**config.mk**
```make
export PLATFORM = sky130hd
export DESIGN_NAME = data_memory_flat
export DESIGN_NICKNAME = d
export VERILOG_FILES = /design/src/rtl/data_memory_pkg.sv /design/src/rtl/data_memory_if.sv /design/src/rtl/data_memory_timer.sv /design/src/rtl/data_memory.sv /design/src/flat_wrapper.sv
export SDC_FILE = /design/constraint.sdc
export NUM_CORES = 2
export LEC_CHECK = 0
export ABC_AREA = 1
export CORE_MARGIN = 4
export CORE_UTILIZATION = 30
export DETAILED_ROUTE_END_ITERATION = 10
export PLACE_DENSITY = 0.46
export SLEW_MARGIN = 20
export SYNTH_ARGS = -nofsm -noshare
export SYNTH_HDL_FRONTEND = slang
export SYNTH_SLANG_ARGS = --single-unit
```
**constraint.sdc**
```tcl
create_clock -name clk -period 7.49 [get_ports clk]
set_input_delay 1.498 -clock clk [delete_from_list [all_inputs] [get_ports clk]]
set_output_delay 1.498 -clock clk [all_outputs]
set_load 0.02 [all_outputs]
```
**src/rtl/data_memory_pkg.sv**
```systemverilog
// Shared definitions for the data memory: mapped I/O offsets and the address decoder.
// The offsets count down from the all-ones address.
package data_memory_pkg;

  localparam int unsigned IO_OUT_OFS = 0;
  localparam int unsigned IO_IN_OFS  = 1;
  localparam int unsigned TIMER_OFS  = 2;

  typedef enum logic [1:0] {
    SEL_RAM    = 2'd0,
    SEL_IO_OUT = 2'd1,
    SEL_IO_IN  = 2'd2,
    SEL_TIMER  = 2'd3
  } dmem_sel_e;

  // top_zone: the access lies within the last four addresses.
  // ofs: the access's distance below the all-ones address.
  function automatic dmem_sel_e decode_sel(input logic top_zone, input logic [1:0] ofs,
                                           input logic timer_en);
    dmem_sel_e sel;
    sel = SEL_RAM;
    if (top_zone) begin
      case (ofs)
        2'(IO_OUT_OFS): sel = SEL_IO_OUT;
        2'(IO_IN_OFS):  sel = SEL_IO_IN;
        2'(TIMER_OFS):  sel = timer_en ? SEL_TIMER : SEL_RAM;
        default:        sel = SEL_RAM;
      endcase
    end else begin
      sel = SEL_RAM;
    end
    return sel;
  endfunction

endpackage

```
**src/rtl/data_memory_if.sv**
```systemverilog
// CPU-side bus of the data memory: address, write data/enable and registered read data.
interface data_memory_if #(
  parameter int ADDR_WIDTH = 8,
  parameter int DATA_WIDTH = 8
);
  logic [ADDR_WIDTH-1:0] addr;
  logic [DATA_WIDTH-1:0] wr_data;
  logic                  we;
  logic [DATA_WIDTH-1:0] rd_data;

  modport master (output addr, output wr_data, output we, input rd_data);
  modport slave  (input addr, input wr_data, input we, output rd_data);
endinterface

```
**src/rtl/data_memory_timer.sv**
```systemverilog
// dmem_timer: free-running timer behind a 0..DIV-1 prescaler, CPU-loadable, with a
// one-cycle overflow pulse. Only instantiated when DMEM_TIMER_EN is defined.
module dmem_timer #(
  parameter int WIDTH = 8,
  parameter int DIV   = 4
) (
  input  logic             clk,
  input  logic             arst,
  input  logic             load,
  input  logic [WIDTH-1:0] load_val,
  output logic [WIDTH-1:0] value,
  output logic             ovf
);

  localparam int PRE_W = (DIV > 1) ? $clog2(DIV) : 1;
  localparam logic [PRE_W-1:0] PRE_LAST = PRE_W'(DIV - 1);

  logic [PRE_W-1:0] pre_r;
  logic [WIDTH-1:0] value_r;
  logic             ovf_r;

  // Prescaler, timer value and overflow pulse; a CPU load beats a coincident tick.
  always_ff @(posedge clk) begin
    if (arst) begin
      pre_r   <= '0;
      value_r <= '0;
      ovf_r   <= 1'b0;
    end else if (load) begin
      pre_r   <= '0;
      value_r <= load_val;
      ovf_r   <= 1'b0;
    end else if (pre_r == PRE_LAST) begin
      pre_r   <= '0;
      value_r <= value_r + WIDTH'(1);
      ovf_r   <= &value_r;
    end else begin
      pre_r   <= pre_r + PRE_W'(1);
      ovf_r   <= 1'b0;
    end
  end

  assign value = value_r;
  assign ovf   = ovf_r;

endmodule

```
**src/rtl/data_memory.sv**
```systemverilog
// data_memory: single-port RAM with memory-mapped io_out, synchronized io_in and,
// when DMEM_TIMER_EN is defined, a prescaled timer at the third-from-top address.
module data_memory
  import data_memory_pkg::*;
#(
  parameter int MEM_ADDR_WIDTH = 8,
  parameter int MEM_DATA_WIDTH = 8,
  parameter int TIMER_DIV      = 4
) (
  input  logic                      clk,
  input  logic                      arst,
  data_memory_if.slave              bus,
  input  logic [MEM_DATA_WIDTH-1:0] io_in,
  output logic [MEM_DATA_WIDTH-1:0] io_out,
  output logic                      timer_ovf
);

`ifdef DMEM_TIMER_EN
  localparam logic TIMER_EN = 1'b1;
`else
  localparam logic TIMER_EN = 1'b0;
`endif

  logic [MEM_DATA_WIDTH-1:0] mem_r [2**MEM_ADDR_WIDTH];
  logic [MEM_DATA_WIDTH-1:0] rd_data_r;
  logic [MEM_DATA_WIDTH-1:0] io_out_r;
  logic [MEM_DATA_WIDTH-1:0] sync1_r;
  logic [MEM_DATA_WIDTH-1:0] sync2_r;
  logic [MEM_DATA_WIDTH-1:0] rd_mux_s;
  logic [MEM_DATA_WIDTH-1:0] timer_val_s;
  logic [MEM_ADDR_WIDTH-1:0] dist_s;
  logic                      wr_ok_s;
  dmem_sel_e                 sel_s;

  // Distance below all-ones decides which mapped register (if any) shadows RAM.
  assign dist_s  = ~bus.addr;
  assign sel_s   = decode_sel((dist_s >> 2) == '0, dist_s[1:0], TIMER_EN);
  assign wr_ok_s = bus.we & ~arst;

  // RAM write port; deliberately has no reset so contents survive arst.
  always_ff @(posedge clk) begin
    if (wr_ok_s && (sel_s == SEL_RAM)) begin
      mem_r[bus.addr] <= bus.wr_data;
    end
  end

  // Read mux selecting RAM or the mapped register for the current address.
  always_comb begin
    rd_mux_s = mem_r[bus.addr];
    case (sel_s)
      SEL_RAM:    rd_mux_s = mem_r[bus.addr];
      SEL_IO_OUT: rd_mux_s = io_out_r;
      SEL_IO_IN:  rd_mux_s = sync2_r;
      SEL_TIMER:  rd_mux_s = timer_val_s;
      default:    rd_mux_s = mem_r[bus.addr];
    endcase
  end

  // Registered read data, io_out register and io_in synchronizer.
  always_ff @(posedge clk) begin
    if (arst) begin
      rd_data_r <= '0;
      io_out_r  <= '0;
      sync1_r   <= '0;
      sync2_r   <= '0;
    end else begin
      rd_data_r <= rd_mux_s;
      sync1_r   <= io_in;
      sync2_r   <= sync1_r;
      if (bus.we && (sel_s == SEL_IO_OUT)) begin
        io_out_r <= bus.wr_data;
      end
    end
  end

`ifdef DMEM_TIMER_EN
  dmem_timer #(
    .WIDTH (MEM_DATA_WIDTH),
    .DIV   (TIMER_DIV)
  ) u_timer (
    .clk      (clk),
    .arst     (arst),
    .load     (bus.we && (sel_s == SEL_TIMER)),
    .load_val (bus.wr_data),
    .value    (timer_val_s),
    .ovf      (timer_ovf)
  );
`else
  assign timer_val_s = '0;
  assign timer_ovf   = 1'b0;
`endif

  assign bus.rd_data = rd_data_r;
  assign io_out      = io_out_r;

endmodule

```
**src/flat_wrapper.sv**
```systemverilog
// flat-port wrapper written by rule: the top's interface ports become plain ports
module data_memory_flat import data_memory_pkg::*;
#(
  parameter int MEM_ADDR_WIDTH = 8,
  parameter int MEM_DATA_WIDTH = 8,
  parameter int TIMER_DIV      = 4
)
  (clk, arst, io_in, io_out, timer_ovf, bus_addr, bus_wr_data, bus_we, bus_rd_data);
  data_memory_if #(.ADDR_WIDTH(8), .DATA_WIDTH(8)) bus_i ();
  input  logic clk;
  input  logic arst;
  input  logic [MEM_DATA_WIDTH-1:0] io_in;
  output logic [MEM_DATA_WIDTH-1:0] io_out;
  output logic timer_ovf;
  input wire logic [$bits(bus_i.addr)-1:0] bus_addr;
  input wire logic [$bits(bus_i.wr_data)-1:0] bus_wr_data;
  input wire logic [$bits(bus_i.we)-1:0] bus_we;
  output wire logic [$bits(bus_i.rd_data)-1:0] bus_rd_data;
  assign bus_i.addr = bus_addr;
  assign bus_i.wr_data = bus_wr_data;
  assign bus_i.we = bus_we;
  assign bus_rd_data = bus_i.rd_data;
  data_memory #(.MEM_ADDR_WIDTH(MEM_ADDR_WIDTH), .MEM_DATA_WIDTH(MEM_DATA_WIDTH), .TIMER_DIV(TIMER_DIV)) u_core (.clk(clk), .arst(arst), .bus(bus_i), .io_in(io_in), .io_out(io_out), .timer_ovf(timer_ovf));
endmodule
```
# Word-level counts from Yosys, hierarchy flattened
# Memories as Yosys holds them, arrays and structs flattened.
# Cells that the tools add are included.
dict set report totals {
  inputBits 27
  elab_cells 22
  ram_bits 2048
  register_bits 32
  memories 1
}
# memory words width rd rd_clocked_by_memory_dff wr line_no
set memory_table {}
lappend memory_table {u_core.mem_r 256 8 1 0 1 data_memory.sv:24} ;# logic [MEM_DATA_WIDTH-1:0] mem_r [2**MEM_ADDR_WIDTH];
dict set report op_classes {
  mux 5
  eq_ne 4
  reduce_logical 5
  n_bitwise 3
}
# cell n
set op_table {}
lappend op_table {{8-bit case mux with 4 select lines} 1}
lappend op_table {{8-bit zero test} 1}
lappend op_table {{8-bit NOT} 1}
lappend op_table {{2-bit by 1-bit equality test with 1-bit output, second input constant} 2}
lappend op_table {{2-bit equality test, second input constant} 2}
lappend op_table {{2-bit zero test} 2}
lappend op_table {{2-bit case mux with 2 select lines} 1}
lappend op_table {{1-bit logical AND} 2}
lappend op_table {{1-bit two-way mux} 2}
lappend op_table {{2-bit two-way mux} 1}
lappend op_table {{1-bit AND} 1}
lappend op_table {{1-bit NOT} 1}

# Longest topological paths before layout
dict set report logic_depth {
  ltp_word 8
  ltp_mapped 17
}

# Worst setup path before layout
# OpenSTA, ideal clock, no wires.
dict set report synth_path {
  path_type {input to register}
  start {input bus_addr[5]}
  end {memory u_core.mem_r[47][0], enable pin}
  setup_slack_ns 3.862
  stages 11
  arrival_time_ns 3.258
  setup_ns 0.370
  path_buffers 2
  path_cell_list {buf_2 nand2_2 nor2_1 inv_1 nor2_2 nor4_4 inv_2 nor2_1 nand3_1 buf_2 nor2_1}
}
dict set report synth_via {
  elab_chain_len 7
}
# item line_no
set synth_lines {}
lappend synth_lines {{start: declaration} flat_wrapper.sv:15} ;# input wire logic [$bits(bus_i.addr)-1:0] bus_addr;
lappend synth_lines {{8-bit NOT} data_memory.sv:36} ;# assign dist_s = ~bus.addr;
lappend synth_lines {{8-bit zero test} data_memory.sv:37} ;# assign sel_s = decode_sel((dist_s >> 2) == '0, dist_s[1:0], TIMER_EN);
lappend synth_lines {{2-bit two-way mux} data_memory_pkg.sv:22} ;# if (top_zone) begin
lappend synth_lines {{2-bit zero test} data_memory.sv:42} ;# if (wr_ok_s && (sel_s == SEL_RAM)) begin
lappend synth_lines {{1-bit logical AND} data_memory.sv:42}
lappend synth_lines {{1-bit two-way mux} data_memory.sv:42}
lappend synth_lines {{1-bit two-way mux (not written as such)} data_memory.sv:43} ;# mem_r[bus.addr] <= bus.wr_data;
lappend synth_lines {{end: declaration} data_memory.sv:24}
# Parallel ways exist; a longest one is shown, timed or not.

# Final worst setup path
dict set report layout_path {
  start {input bus_addr[3]}
  end {memory u_core.mem_r[123][0], enable pin}
}
# Same word-level chain as after synthesis.

==> load_flow_metrics.sql <==
INSERT INTO impl_metrics (metric_group, metric, value, unit) VALUES
('outcome', 'outcome', 'complete, no violations', ''),
('clock_tree', 'tritoncts', 'built', ''),
('worst_setup_path', 'critical_path_peak_fanout', '60', ''),
('floorplanning', 'fp.dieW', '543', 'um'),
('worst_setup_path', 'slowest_stage', 'nor2_1', ''),
('yosys', 'compound_cell_area_share_of_the_yosys_netlist', '0.582', '%'),
('clock_tree', 'cts.clk_slew.worst_paths', '0.06', 'ns'),
('floorplanning', 'io-pin-count', '44', ''),
('timing', 'clock_skew', '0.0528', 'ns'),
('floorplanning', 'chipHeight', '543', 'um'),
('yosys', 'postSynthRegisterBits', '2080', ''),
('drt', 'drt_pass1_iterations', '5', ''),
('yosys', 'syn_avg_cell_area', '10.4', 'sq um'),
('global_route', 'grt_start_max_net_pins', '153', ''),
('timing', 'min_period', '5.22', 'ns'),
('clock_tree', 'cts_made_buffers', '220', ''),
('worst_setup_path', 'crit_family', 'simple AND/OR/NAND/NOR gates', ''),
('global_route', 'grt_resource_usage_total', '17.1', '%'),
('drt', 'ant_nets', '0', ''),
('clock_tree', 'ctsResizeCount', '0', ''),
('drt', 'remaining_drc_errors', '0', ''),
('clock_tree', 'clock_tree.htree_level_count', '4', ''),
('yosys', 'main_combinational_cell_family_by_area_after_synthesis', 'simple AND/OR/NAND/NOR gates', ''),
('yosys', 'synthMuxAreaShare', '0', '%'),
('worst_setup_path', 'setup.worst_path.start_class', 'input pin', ''),
('timing', 'slew_headroom', '28.9', '%'),
('floorplanning', 'initial_utilization', '30.1', '%'),
('yosys', 'post_synthesis_instance_total', '8248', ''),
('drt', 'drtIter0Drc', '4792', ''),
('final_layout', 'flow.area_growth_from_synthesis', '13.2', '%'),
('yosys', 'synth_adder_area_share', '0', '%'),
('final_layout', 'most_frequent_cells_in_the_layout', 'nand2_1 (4763), edfxtp_1 (2048), nor2_1 (608)', ''),
('worst_setup_path', 'rr_startpoint', 'u_core.mem_r[149][5]', ''),
('min_path', 'hp-class', 'reg2reg', ''),
('clock_tree', 'cts_setup_buffers', '0', ''),
('global_route', 'antenna_found_initial', '13', ''),
('timing', 'final-hold-violation-count', '0', ''),
('worst_setup_path', 'critical_path_start_end_classification', 'in2reg', ''),
('drt', 'detail_route.wirelength', '257', 'mm'),
('placed_design', 'placed_area', '90500', 'sq um'),
('min_path', 'hold_path_depth', '2', ''),
('timing', 'grt_setup_unrepaired', 'no', ''),
('placed_design', 'placed_cells_incl_taps', '11700', ''),
('run', 'cap_violations', '0', ''),
('yosys', 'synth_xor_xnor_area_share', '0', '%'),
('clock_tree', 'ctsRootBufferMaster', 'clkbuf_16', ''),
('power_and_ir_drop', 'power_density', '254', 'nW/um^2'),
('worst_setup_path', 'required', '7.98', 'ns'),
('placed_design', 'buffer_ports.inserted', '42', ''),
('global_route', 'grt_first_pass_wirelength', '376', 'mm'),
('placed_design', 'gpl.final_weighted_congestion', '0.846', ''),
('clock_tree', 'cts_sinks', '2080', ''),
('power_and_ir_drop', 'static-leakage-power', '37.6', 'nW'),
('final_layout', 'layout.cells.non_filler', '12100', ''),
('drt', 'vias_per_cell', '4.62', ''),
('worst_setup_path', 'worst-path-buf-inv', '3', ''),
('final_layout', 'mostFrequentLayoutCell', 'nand2_1', ''),
('yosys', 'ys_warn_count', '0', ''),
('min_path', 'hold_start', 'u_core.sync1_r[4]', ''),
('worst_setup_path', 'timing.critical_path.to_type', 'flop', ''),
('final_layout', 'fillers', '28800', ''),
('floorplanning', 'placementRows', '196', ''),
('worst_setup_path', 'crit_path_cell_trace', 'clkdlybuf4s50_1, nand2_1, inv_6, nand2_2, nor2_2, nor4_4, buf_4, nand3_1, nor2_1', ''),
('drt', 'post_drt_wl_per_cell', '21.1', 'um'),
('timing', 'tightest_slew', '1.06', 'ns'),
('yosys', 'synth.cell_area', '86000', 'sq um'),
('timing', 'timing_max_transition_violations_final', '0', ''),
('min_path', 'hold-path-endpoint', 'u_core.sync2_r[4]', ''),
('worst_setup_path', 'ff2ff_path_depth', '14', ''),
('final_layout', 'area_taken_by_multi_input_logic_gates', '21900', 'sq um'),
('worst_setup_path', 'r2r-end', 'u_core.bus.rd_data[5]', '');
-- area by class of cell --
type	count	area share, %
Timing Repair Buffer	144	1.57
Clock inverter	115	0.969
Multi-Input combinational cell	5705	22.5
Clock buffer	281	6.05
Inverter	51	0.222
Sequential cell	2080	63.8
Tap cell	3762	4.84
Antenna cell	2	0.00514
-- sequential cells by signal, summed over array words and instances (netlist names) --
signal	cells
u_core.bus.rd_data	8
u_core.io_out	8
u_core.mem_r	2048
u_core.sync1_r	8
u_core.sync2_r	8
-- worst max-delay path by stage --
stage	start	end	depth (start not counted)
4_1_cts	bus_addr[3]	u_core.mem_r[122][5]	9
6_report	bus_addr[3]	u_core.mem_r[123][0]	9
3_3_place_gp	bus_addr[3]	u_core.mem_r[125][2]	9
5_1_grt	bus_addr[5]	u_core.mem_r[123][2]	9
3_5_place_dp	bus_addr[3]	u_core.mem_r[123][5]	9
2_1_floorplan	bus_addr[5]	u_core.mem_r[47][0]	11
-- synthesized netlist by cell type --
master / count / area share (%)
a211oi_1: 8 / 0.070
a21oi_1: 40 / 0.23
buf_1: 38 / 0.17
buf_2: 192 / 1.1
buf_4: 5 / 0.044
clkbuf_1: 193 / 0.84
clkinv_1: 1 / 0.0044
conb_1: 1 / 0.0044
dfxtp_1: 32 / 0.75
edfxtp_1: 2048 / 72
inv_1: 46 / 0.20
inv_2: 4 / 0.017
nand2_1: 4777 / 21
nand2_2: 2 / 0.015
nand3_1: 189 / 1.1
nand3b_2: 2 / 0.026
nand4_1: 3 / 0.022
nor2_1: 612 / 2.7
nor2_2: 2 / 0.015
nor3_1: 3 / 0.017
nor4_4: 1 / 0.025
o21ai_0: 48 / 0.28
or2_2: 1 / 0.0073
-- worst reg2reg max path: cells and delay by family (launching register included) --
family	cells	cell delay [ns]
AO/OA/AOI/OAI	2	0.81
flip-flops	1	0.37
AND/OR/NAND/NOR	12	1.49
-- cell families after synthesis --
kind of cell,after synthesis
AO/OA/AOI/OAI,96
AND/OR/NAND/NOR,5592
flip-flops,2080
other,1
buffers and inverters,479
-- per-layer routing --
metal / global-route usage [%] / part of all wire, %
met2: 27.8 / 46
met3: 2.41 / 5.3
met1: 24.1 / 46
met4: 4.29 / 2.4
met5: 0 / 0
-- per-stage QoR --
stage	worst slack, ns	total power [mW]	hold WS, ns	util [%]
after floorplan	3.86	13.8	0.388	-
after global placement	1.52	14.6	0.394	31.7
after detailed placement	1.42	14.6	0.395	31.7
after CTS	2.36	25.0	0.404	34.1
after global routing	2.09	25.7	0.418	34.1
final	2.27	24.8	0.403	34.1
-- where the power goes --
part	internal [mW]	total [mW]	switching (mW)
Sequential	12.8	12.8	0.00859
Combinational	0.315	1.49	1.18
Clock	5.88	10.4	4.57
Total	19.0	24.8	5.75
Note: power is estimated with default switching activity, not from simulation.
